<file path="config.mk">
export PLATFORM = sky130hd
export DESIGN_NAME = pc_fetch_ctrl
export DESIGN_NICKNAME = d
export VERILOG_FILES = /design/src/rtl/pc_pkg.sv /design/src/rtl/pc_redirect_buf.sv /design/src/rtl/pc_fetch_ctrl.sv
export SDC_FILE = /design/constraint.sdc
export NUM_CORES = 1
export LEC_CHECK = 0
export CAP_MARGIN = 20
export CORE_ASPECT_RATIO = 1.75
export CORE_MARGIN = 5
export CORE_UTILIZATION = 47
export CTS_CLUSTER_SIZE = 20
export DETAILED_ROUTE_END_ITERATION = 7
export PLACE_DENSITY = 0.74
export RECOVER_POWER = 100
export SYNTH_ARGS = -nofsm -noshare
export SYNTH_HDL_FRONTEND = slang
export SYNTH_SLANG_ARGS = --single-unit
</file>
<file path="constraint.sdc">
create_clock -name clk -period 2 [get_ports clk]
set_input_delay 0.4 -clock clk [delete_from_list [all_inputs] [get_ports clk]]
set_output_delay 0.4 -clock clk [all_outputs]
set_load 0.1 [all_outputs]
</file>
<file path="src/rtl/pc_pkg.sv">
// pc_pkg: shared types and constants for the fetch front end.
// The FSM state enum is also the debug view of pc_fetch_ctrl (state_q).
package pc_pkg;

   // Fetch sequencer states
   typedef enum logic [1:0] {
      BOOT  = 2'd0,
      FETCH = 2'd1,
      STALL = 2'd2,
      REDIR = 2'd3
   } pc_state_e;

   // Every instruction is one 32-bit word
   localparam int INSN_BYTES    = 4;
   localparam int PC_ALIGN_BITS = 2;

endpackage

</file>
<file path="src/rtl/pc_redirect_buf.sv">
// pc_redirect_buf: one-entry valid/ready capture register for redirect targets.
// Handshake: a word is taken on the rising edge where in_valid && in_ready;
// in_ready is high exactly while the entry is empty. clear empties the entry
// and wins over a capture in the same cycle.
module pc_redirect_buf
   import pc_pkg::*;
#(
   parameter int XLEN = 64
) (
   input  logic            clk,
   input  logic            rst_n,
   input  logic            in_valid,
   output logic            in_ready,
   input  logic [XLEN-1:0] in_data,
   output logic            out_valid,
   output logic [XLEN-1:0] out_data,
   input  logic            clear
);

   logic            valid_q;
   logic [XLEN-1:0] data_q;

   assign in_ready  = !valid_q;
   assign out_valid = valid_q;
   assign out_data  = data_q;

   // Capture a target when empty; hold it until cleared
   always_ff @(posedge clk or negedge rst_n) begin
      if (!rst_n) begin
         valid_q <= 1'b0;
         data_q  <= '0;
      end else if (clear) begin
         valid_q <= 1'b0;
      end else if (in_valid && in_ready) begin
         valid_q <= 1'b1;
         data_q  <= in_data;
      end
   end

endmodule

</file>
<file path="src/rtl/pc_fetch_ctrl.sv">
// pc_fetch_ctrl: program-counter owner and fetch sequencer.
// Optional macro PC_MISALIGN_CHECK_EN: when defined, a misaligned redirect
// target is rejected with a misalign_err pulse instead of being truncated.
// Handshakes (both ports): a transfer happens on the rising edge where
// valid && ready are both high; the source holds data stable until then.
// fetch_valid is the only output that depends combinationally on an input
// (stall); everything else is registered or decoded from state_q.
module pc_fetch_ctrl
   import pc_pkg::*;
#(
   parameter int              XLEN         = 64,
   parameter logic [XLEN-1:0] RESET_VECTOR = '0
) (
   input  logic            clk,
   input  logic            rst_n,
   input  logic            redirect_valid,
   input  logic [XLEN-1:0] redirect_target,
   output logic            redirect_ready,
   input  logic            stall,
   output logic            fetch_valid,
   output logic [XLEN-1:0] fetch_pc,
   input  logic            fetch_ready,
   output logic            flush,
   output logic            misalign_err
);

   pc_state_e       state_q, state_d;
   logic [XLEN-1:0] pc_q, pc_d;
   logic            flush_q, flush_d;
   logic            mis_q, mis_d;

   logic            accept_en;
   logic            buf_in_ready;
   logic            buf_out_valid;
   logic [XLEN-1:0] buf_out_data;
   logic            buf_clear;
   logic            redirect_accept;

   // Redirects are only taken while the sequencer is running or frozen
   assign accept_en       = (state_q == FETCH) || (state_q == STALL);
   assign redirect_ready  = accept_en && buf_in_ready;
   assign redirect_accept = redirect_valid && redirect_ready;
   assign fetch_valid     = (state_q == FETCH) && !stall;
   assign fetch_pc        = pc_q;
   assign flush           = flush_q;
   assign misalign_err    = mis_q;

   pc_redirect_buf #(
      .XLEN (XLEN)
   ) u_redirect_buf (
      .clk       (clk),
      .rst_n     (rst_n),
      .in_valid  (redirect_valid && accept_en),
      .in_ready  (buf_in_ready),
      .in_data   (redirect_target),
      .out_valid (buf_out_valid),
      .out_data  (buf_out_data),
      .clear     (buf_clear)
   );

   // State, PC and the one-cycle pulse registers
   always_ff @(posedge clk or negedge rst_n) begin
      if (!rst_n) begin
         state_q <= BOOT;
         pc_q    <= RESET_VECTOR;
         flush_q <= 1'b0;
         mis_q   <= 1'b0;
      end else begin
         state_q <= state_d;
         pc_q    <= pc_d;
         flush_q <= flush_d;
         mis_q   <= mis_d;
      end
   end

   // Next-state, next-PC and pulse decode
   always_comb begin
      state_d   = state_q;
      pc_d      = pc_q;
      flush_d   = 1'b0;
      mis_d     = 1'b0;
      buf_clear = 1'b0;
      case (state_q)
         BOOT: begin
            state_d = FETCH;
         end
         FETCH: begin
            // A redirect wins: the PC is not advanced even if a fetch
            // handshake completes in the same cycle.
            if (redirect_accept) begin
               state_d = REDIR;
            end else if (stall) begin
               state_d = STALL;
            end else if (fetch_valid && fetch_ready) begin
               pc_d = pc_q + XLEN'(INSN_BYTES);
            end
         end
         STALL: begin
            if (redirect_accept) begin
               state_d = REDIR;
            end else if (!stall) begin
               state_d = FETCH;
            end
         end
         REDIR: begin
            // Wait out the stall with the target parked in the buffer
            if (!stall) begin
               state_d   = FETCH;
               buf_clear = 1'b1;
               if (buf_out_valid) begin
`ifdef PC_MISALIGN_CHECK_EN
                  if (buf_out_data[PC_ALIGN_BITS-1:0] != '0) begin
                     mis_d = 1'b1;
                  end else begin
                     pc_d    = buf_out_data;
                     flush_d = 1'b1;
                  end
`else
                  pc_d    = buf_out_data & ~XLEN'(INSN_BYTES - 1);
                  flush_d = 1'b1;
`endif
               end
            end
         end
         default: begin
            state_d = BOOT;
         end
      endcase
   end

endmodule

</file>
==> qor.txt <==
Yosys cell types -> 57
Die W -> 102 um
Antenna violations before repair -> 0
Final min period -> 2.28 ns
Hold violation count in the final report -> 0
Startpoint Class -> register
Cell area after layout -> 12400 um2
# DRC -> 0
Failing checks -> negative setup slack
Pwr/cell area -> 1450 nW/um2
Global-route wire length before repair -> 38.7 mm
Maxcap violations -> 0
Crit path capture type -> register
1st-pass router iterations -> 6
Max-slew violation count -> 0
Post-route ant nets -> 0
Synthesized instance count -> 690
Family with the most delay on the worst path -> simple AND/OR/NAND/NOR gates
Die H -> 170 um
Cells along the critical path -> buf_4, buf_8, nand4_1, nor3_2, nand4_1, buf_6, o311ai_1, nand3_1
VDD IR-drop max -> 1.02 mV
Diodes inserted -> 0
Rows -> 58
Hpwl dp -> 16.9 mm
CTS root buffer -> clkbuf_16
Placer Congestion -> 0.908
FFs w/ async S/R, synth -> 100%
Worst Tran Pin Value -> 0.864 ns
WP buf/inv -> 3
Synth Flop Type -> dfrtp_1
Cell area after synthesis -> 6900 um2
Max frequency -> 0.438 GHz
Worst Hold Class -> register to register
Setup TNS -> -9.89 ns
Grt ovf -> 0
Critical path arrival -> 2.57 ns
Initial Util -> 47.8%
CTS Buf Count -> 17
Yosys Warn Count -> 0
CP max-delay cell -> dfrtp_4
Share of cells above drive strength 1 -> 55.1%
Largest net degree at the start of global routing -> 44
Register area share after synthesis -> 46.4%
Synth Register Bits -> 128
Unrepaired setup endpoints after global routing -> yes
Crit path max fanout -> 6
Area growth syn-to-layout -> 79.6%
Placement Cell Area -> 10100 um2
Via-per-instance ratio -> 6.96
Kind of critical path -> register to register
Worst path required time -> 2.29 ns
Die Area -> 17300 um2
Clock Latency Late Sink -> 0.43 ns
CTS Sinks -> 128
Worst setup margin -> -0.285 ns
DRT iter0 DRCs -> 879
Slew HR -> 42.4%
Static Leak -> 0.00517 uW
Drt wl/cell -> 28.3 um
Post-layout nets -> 1048
Htree depth -> 4
Final Cycle Share -> 114%
Status -> finished, violations left
Core area -> 14400 um2
Max clock buf depth -> 2
CTS clk-pin slew, worst paths -> 0.06 ns
IO buf count -> 131
Routed wire length -> 33.0 mm
Most used cell, CP -> nand4_1
Max incr delay on CP -> 0.44 ns
Vias in the first global route -> 7523
Via count -> 8118
Min Hold Slack -> 0.519 ns
EDFF count, synth -> 0
# IOs -> 137
Clock skew -> 0.0141 ns
Count of final setup violators -> 121
Mean Syn Cell Area -> 10.0 um2
Overall routing resource usage -> 28.7%
CTS tree -> built
## area by class of cell
type                    instances  area, um2
repair buffers                314       3710
clock inverters                14        156
flip-flops and latches        128       3380
clock buffers                  18        439
multi-input cells             500       4440
well taps                     180        225
fillers                       559       2050
inverters                      13       48.8
## routing by layer
metal	GRT usage [%]	up-vias	part of all wire, %
met5	0	-	0
met2	50.4	763	49
li1	-	3192	-
met4	17.3	0	9.6
met3	5.25	297	9.5
met1	31.6	3866	32
## timing repair
action                     4_1_cts  5_1_grt
setup buffers                   13       22
setup endpoints to repair      117      123
gates resized for setup         53      217
pin swaps                       17       70
hold buffers                     1        0
hold endpoints to repair        26        0
gates cloned                     4       15
## placed cells by master, fill, tap and decap left out, types with 7 or more instances in the layout
cell and n:
a21oi_1 21, a21oi_2 18, and3_1 11, and4_4 9, buf_12 65, buf_4 133, buf_6 27, clkbuf_16 30
clkdlybuf4s50_1 65, dfrtp_1 69, dfrtp_2 19, dfrtp_4 40, inv_1 11, mux2_4 66, mux2i_1 16, nand2_1 33
nand3_1 25, nand4_1 37, nor2_1 38, nor3_1 14, o211ai_1 14, o21ai_0 8, o21ai_1 12, o22ai_1 7
o22ai_2 11, o22ai_4 11
## cells by family (layout without fill, tap and decap cells)
| logic type | Yosys count | count (layout) | share of synthesized area, % |
|---|---|---|---|
| adder cells (fa/ha/maj) | 5 | 5 | 0.906 |
| buffers and inverters | 65 | 359 | 4.79 |
| multiplexers | 86 | 86 | 13.7 |
| AO/OA/AOI/OAI | 145 | 145 | 13.1 |
| flip-flops | 128 | 128 | 46.4 |
| other | 1 | 3 | 0.0543 |
| AND/OR/NAND/NOR | 260 | 261 | 21.0 |
## cell usage after synthesis (4+ instances only)
cell type / n / area [um2]
dfrtp_1: 128 / 3200
mux2_2: 67 / 754
nor2_1: 47 / 176
nand2_1: 44 / 165
a21oi_1: 39 / 195
nand4_1: 37 / 231
clkbuf_1: 35 / 131
nand3_1: 32 / 160
o22ai_1: 29 / 181
o21ai_0: 24 / 120
nor3_1: 22 / 110
mux2i_1: 19 / 190
and3_1: 15 / 93.8
nor4_1: 14 / 87.6
o211ai_1: 14 / 105
inv_1: 13 / 48.8
a22oi_1: 11 / 82.6
or4_1: 10 / 75.1
a31oi_1: 7 / 43.8
and4_1: 7 / 61.3
ha_1: 5 / 62.6
a211oi_1: 4 / 30.0
and2_1: 4 / 25.0
buf_2: 4 / 20.0
buf_6: 4 / 45.0
nand4b_1: 4 / 35.0
## report_power, final
group | switching, uW | total, uW | leakage [uW] | internal, uW
Clock | 1320 | 3210 | 0.000280 | 1890
Combinational | 5500 | 10200 | 0.00343 | 4710
Sequential | 955 | 4590 | 0.00146 | 3640
## state kept, by name, indices dropped and copies added (netlist names)
register / count
flush: 1
state_q: 2
u_redirect_buf.out_data: 62
u_redirect_buf.out_valid: 1
fetch_pc: 62
## through the flow
step	total power, uW	util, %	std cells	setup WS, ns
floorplan	8940	-	692	-0.378
global placement	11700	69.7	1083	-0.190
detailed placement	11900	69.7	1083	-0.283
CTS	15600	76.5	1132	-0.123
global route	18500	85.8	1167	-0.352
finish	18000	85.8	1167	-0.285
## tightest hold or removal path, stage by stage, from the launching register on
cell and delay [ns]:
dfrtp_1 0.35, nand2_1 0.05, nand3_1 0.08
## final timing paths
check                                                         from                                       to  slack [ns]  cells past startpoint
max                                       fetch_pc[31]$_DFFE_PN0P_                 fetch_pc[56]$_DFFE_PN0P_       -0.28                      8
min                        u_redirect_buf.out_data[56]$_DFFE_PN0P_                 fetch_pc[56]$_DFFE_PN0P_        0.52                      2
max reg2reg                               fetch_pc[31]$_DFFE_PN0P_                 fetch_pc[56]$_DFFE_PN0P_       -0.28                      8
min reg2reg                u_redirect_buf.out_data[56]$_DFFE_PN0P_                 fetch_pc[56]$_DFFE_PN0P_        0.52                      2
max in group asynchronous                                    rst_n                  fetch_pc[4]$_DFFE_PN0P_        0.10                      3
min in group asynchronous                                    rst_n  u_redirect_buf.out_data[63]$_DFFE_PN0P_        0.63                      2
Power figures use the tool's default switching activity.
==> edit, RTL diff (config.mk and constraints unchanged) <==
`XLEN` is set to 64 in 2 places; all go to 60.
--- a/src/rtl/pc_redirect_buf.sv
+++ b/src/rtl/pc_redirect_buf.sv
@@ -5,7 +5,7 @@
 module pc_redirect_buf
    import pc_pkg::*;
 #(
-   parameter int XLEN = 64
+   parameter int XLEN = 60
 ) (
    input  logic            clk,
    input  logic            rst_n,
--- a/src/rtl/pc_fetch_ctrl.sv
+++ b/src/rtl/pc_fetch_ctrl.sv
@@ -8,7 +8,7 @@
 module pc_fetch_ctrl
    import pc_pkg::*;
 #(
-   parameter int              XLEN         = 64,
+   parameter int              XLEN         = 60,
    parameter logic [XLEN-1:0] RESET_VECTOR = '0
 ) (
    input  logic            clk,
Ports: changed (resized fetch_pc and redirect_target); port bits go from 137 to 129. The function was not compared with the original's and may differ.
==> edit against the unedited design <==
The flow still finishes with violations (setup timing); area after synthesis fell by 5.3%; routed wire length fell by 20%; sequential share of layout area rose by 1.7 points; die area fell by 4.9%; via count fell by 11%; final area fell by 12%; total power rose by 14%; worst setup slack improved by 75 ps; sequential cell count fell by 8; critical path type unchanged; critical endpoint is now fetch_pc[59]; largest power group unchanged; highest routed layer unchanged.
==> edit: results <==
group,metric,value,unit
status,status,"finished, violations left",
status,violations,"setup timing",
power_and_ir_drop,power_switching,9.81,mW
power_and_ir_drop,pwr-share-comb,62.7,%
finish,fillers,750,
route,drt_iter0_markers,827,
yosys,synthAdderAreaFrac,1.15,%
global_routing,track_usage,28.0,%
timing,finalSetupViolCount,68,
timing,skew,10.6,ps
route,m1WireLength,8.56,mm
clock_network,cts_buffer_depth,2,
yosys,synth-compound-area-share,16.1,%
worst_setup_path,cp_slowest_cell,"or4_4",
worst_setup_path,critical_path.max_stage_delay,590,ps
global_routing,grt_pass1_vias,7320,
placed_design,place_congestion,0.929,
route,routed-wl-met2,13.8,mm
timing,tns,-4110,ps
timing,setup_slack,-210,ps
global_routing,antenna_found_initial,1,
finish,finalNetCount,995,
yosys,syn_inst,667,
clock_network,cts_max_level,4,
route,dr_wl_met3,2.19,mm
worst_setup_path,worstPathArrival,2520,ps
timing,worst_pin_slew,682,ps
route,wirelength,26.3,mm
yosys,muxShareOfSynthArea,11.5,%
placed_design,dp_hpwl,15.8,mm
power_and_ir_drop,ir_drop,0.00157,V
yosys,netlist_top_cells_count,"dfrtp_1, mux2_2, nand2_1",
global_routing,grt_max_degree,68,
yosys,yosysSeqAreaShare,45.9,%
yosys,synth_area_leaders,"dfrtp_1, mux2_2, o21ai_0",
yosys,synth_cell_types,63,
power_and_ir_drop,p_seq,4.65,mW
finish,drive_gt1_share,47.4,%
placed_design,port_buffers,123,
edit: changes by cell type in the layout (fill, tap and decap cells not counted), sizes merged, moves of 9 or more:
cell,delta
mux2i,-10
buf,-21
o22ai,-21
o21ai,+19
nand4,-14
clkbuf,-9
edit: critical path, delay by kind of cell (launching register included):
| family | cells | cell delay (ps) |
|---|---|---|
| fa+ha+maj | 1 | 210 |
| buf+inv | 1 | 110 |
| compound gates | 1 | 250 |
| simple gates | 4 | 1030 |
| flops | 1 | 480 |
edit: worst paths after layout:
check,from,endpoint,slack (ps),depth (start not counted)
setup reg to reg,state_q[0],fetch_pc[59],-210,7
min in group asynchronous,rst_n,u_redirect_buf.out_data[40],550,2
setup / recovery,state_q[0],fetch_pc[59],-210,7
max in group asynchronous,rst_n,fetch_pc[2],310,3
hold reg to reg,u_redirect_buf.out_data[19],u_redirect_buf.out_data[19],500,1
hold / removal,u_redirect_buf.out_data[19],u_redirect_buf.out_data[19],500,1
edit: per-stage QoR:
stage | power (mW) | worst slack, ps | cell area (µm²) | hold WS, ps | instances
6_report | 20.5 | -210 | 10900 | 503 | 1114
5_1_grt | 21.2 | -276 | 10900 | 522 | 1114
4_1_cts | 19.3 | -92.7 | 10400 | 442 | 1089
3_5_place_dp | 15.9 | -284 | 9550 | 333 | 1042
3_3_place_gp | 15.5 | -204 | 9550 | 326 | 1042
2_1_floorplan | 11.5 | -364 | 6950 | 104 | 669
edit: metal layers:
| metal | global-route usage, % | vias up |
|---|---|---|
| met1 | 30.2 | 3528 |
| met4 | 16.4 | 0 |
| met2 | 49.7 | 532 |
| li1 | - | 3020 |
| met5 | 0 | - |
| met3 | 5.46 | 166 |
edit: timing repair:
| item | CTS | global route |
|---|---|---|
| hold buffers | 1 | 0 |
| endpoints found under the hold margin | 21 | 0 |
| buffers inserted | 14 | 21 |
| gates resized for setup | 38 | 72 |
| cloned | 0 | 5 |
| pin swaps | 14 | 33 |
| endpoints found under the setup margin | 99 | 102 |
edit: area by class of cell:
| type | instances | area, µm² | area share, % |
|---|---|---|---|
| tap | 177 | 221 | 2.02 |
| timing repair buffer | 281 | 3160 | 28.9 |
| clock buffer | 17 | 425 | 3.89 |
| clock inverter | 15 | 144 | 1.31 |
| sequential | 120 | 3160 | 28.9 |
| multi-input combinational | 493 | 3780 | 34.6 |
| inverter | 11 | 45.0 | 0.412 |
edit: logic make-up after synthesis:
group,Yosys count
multiplexers,68
AND/OR/NAND/NOR,255
flip-flops,120
buffers and inverters,56
other,1
AO/OA/AOI/OAI,161
adder cells (fa/ha/maj),6
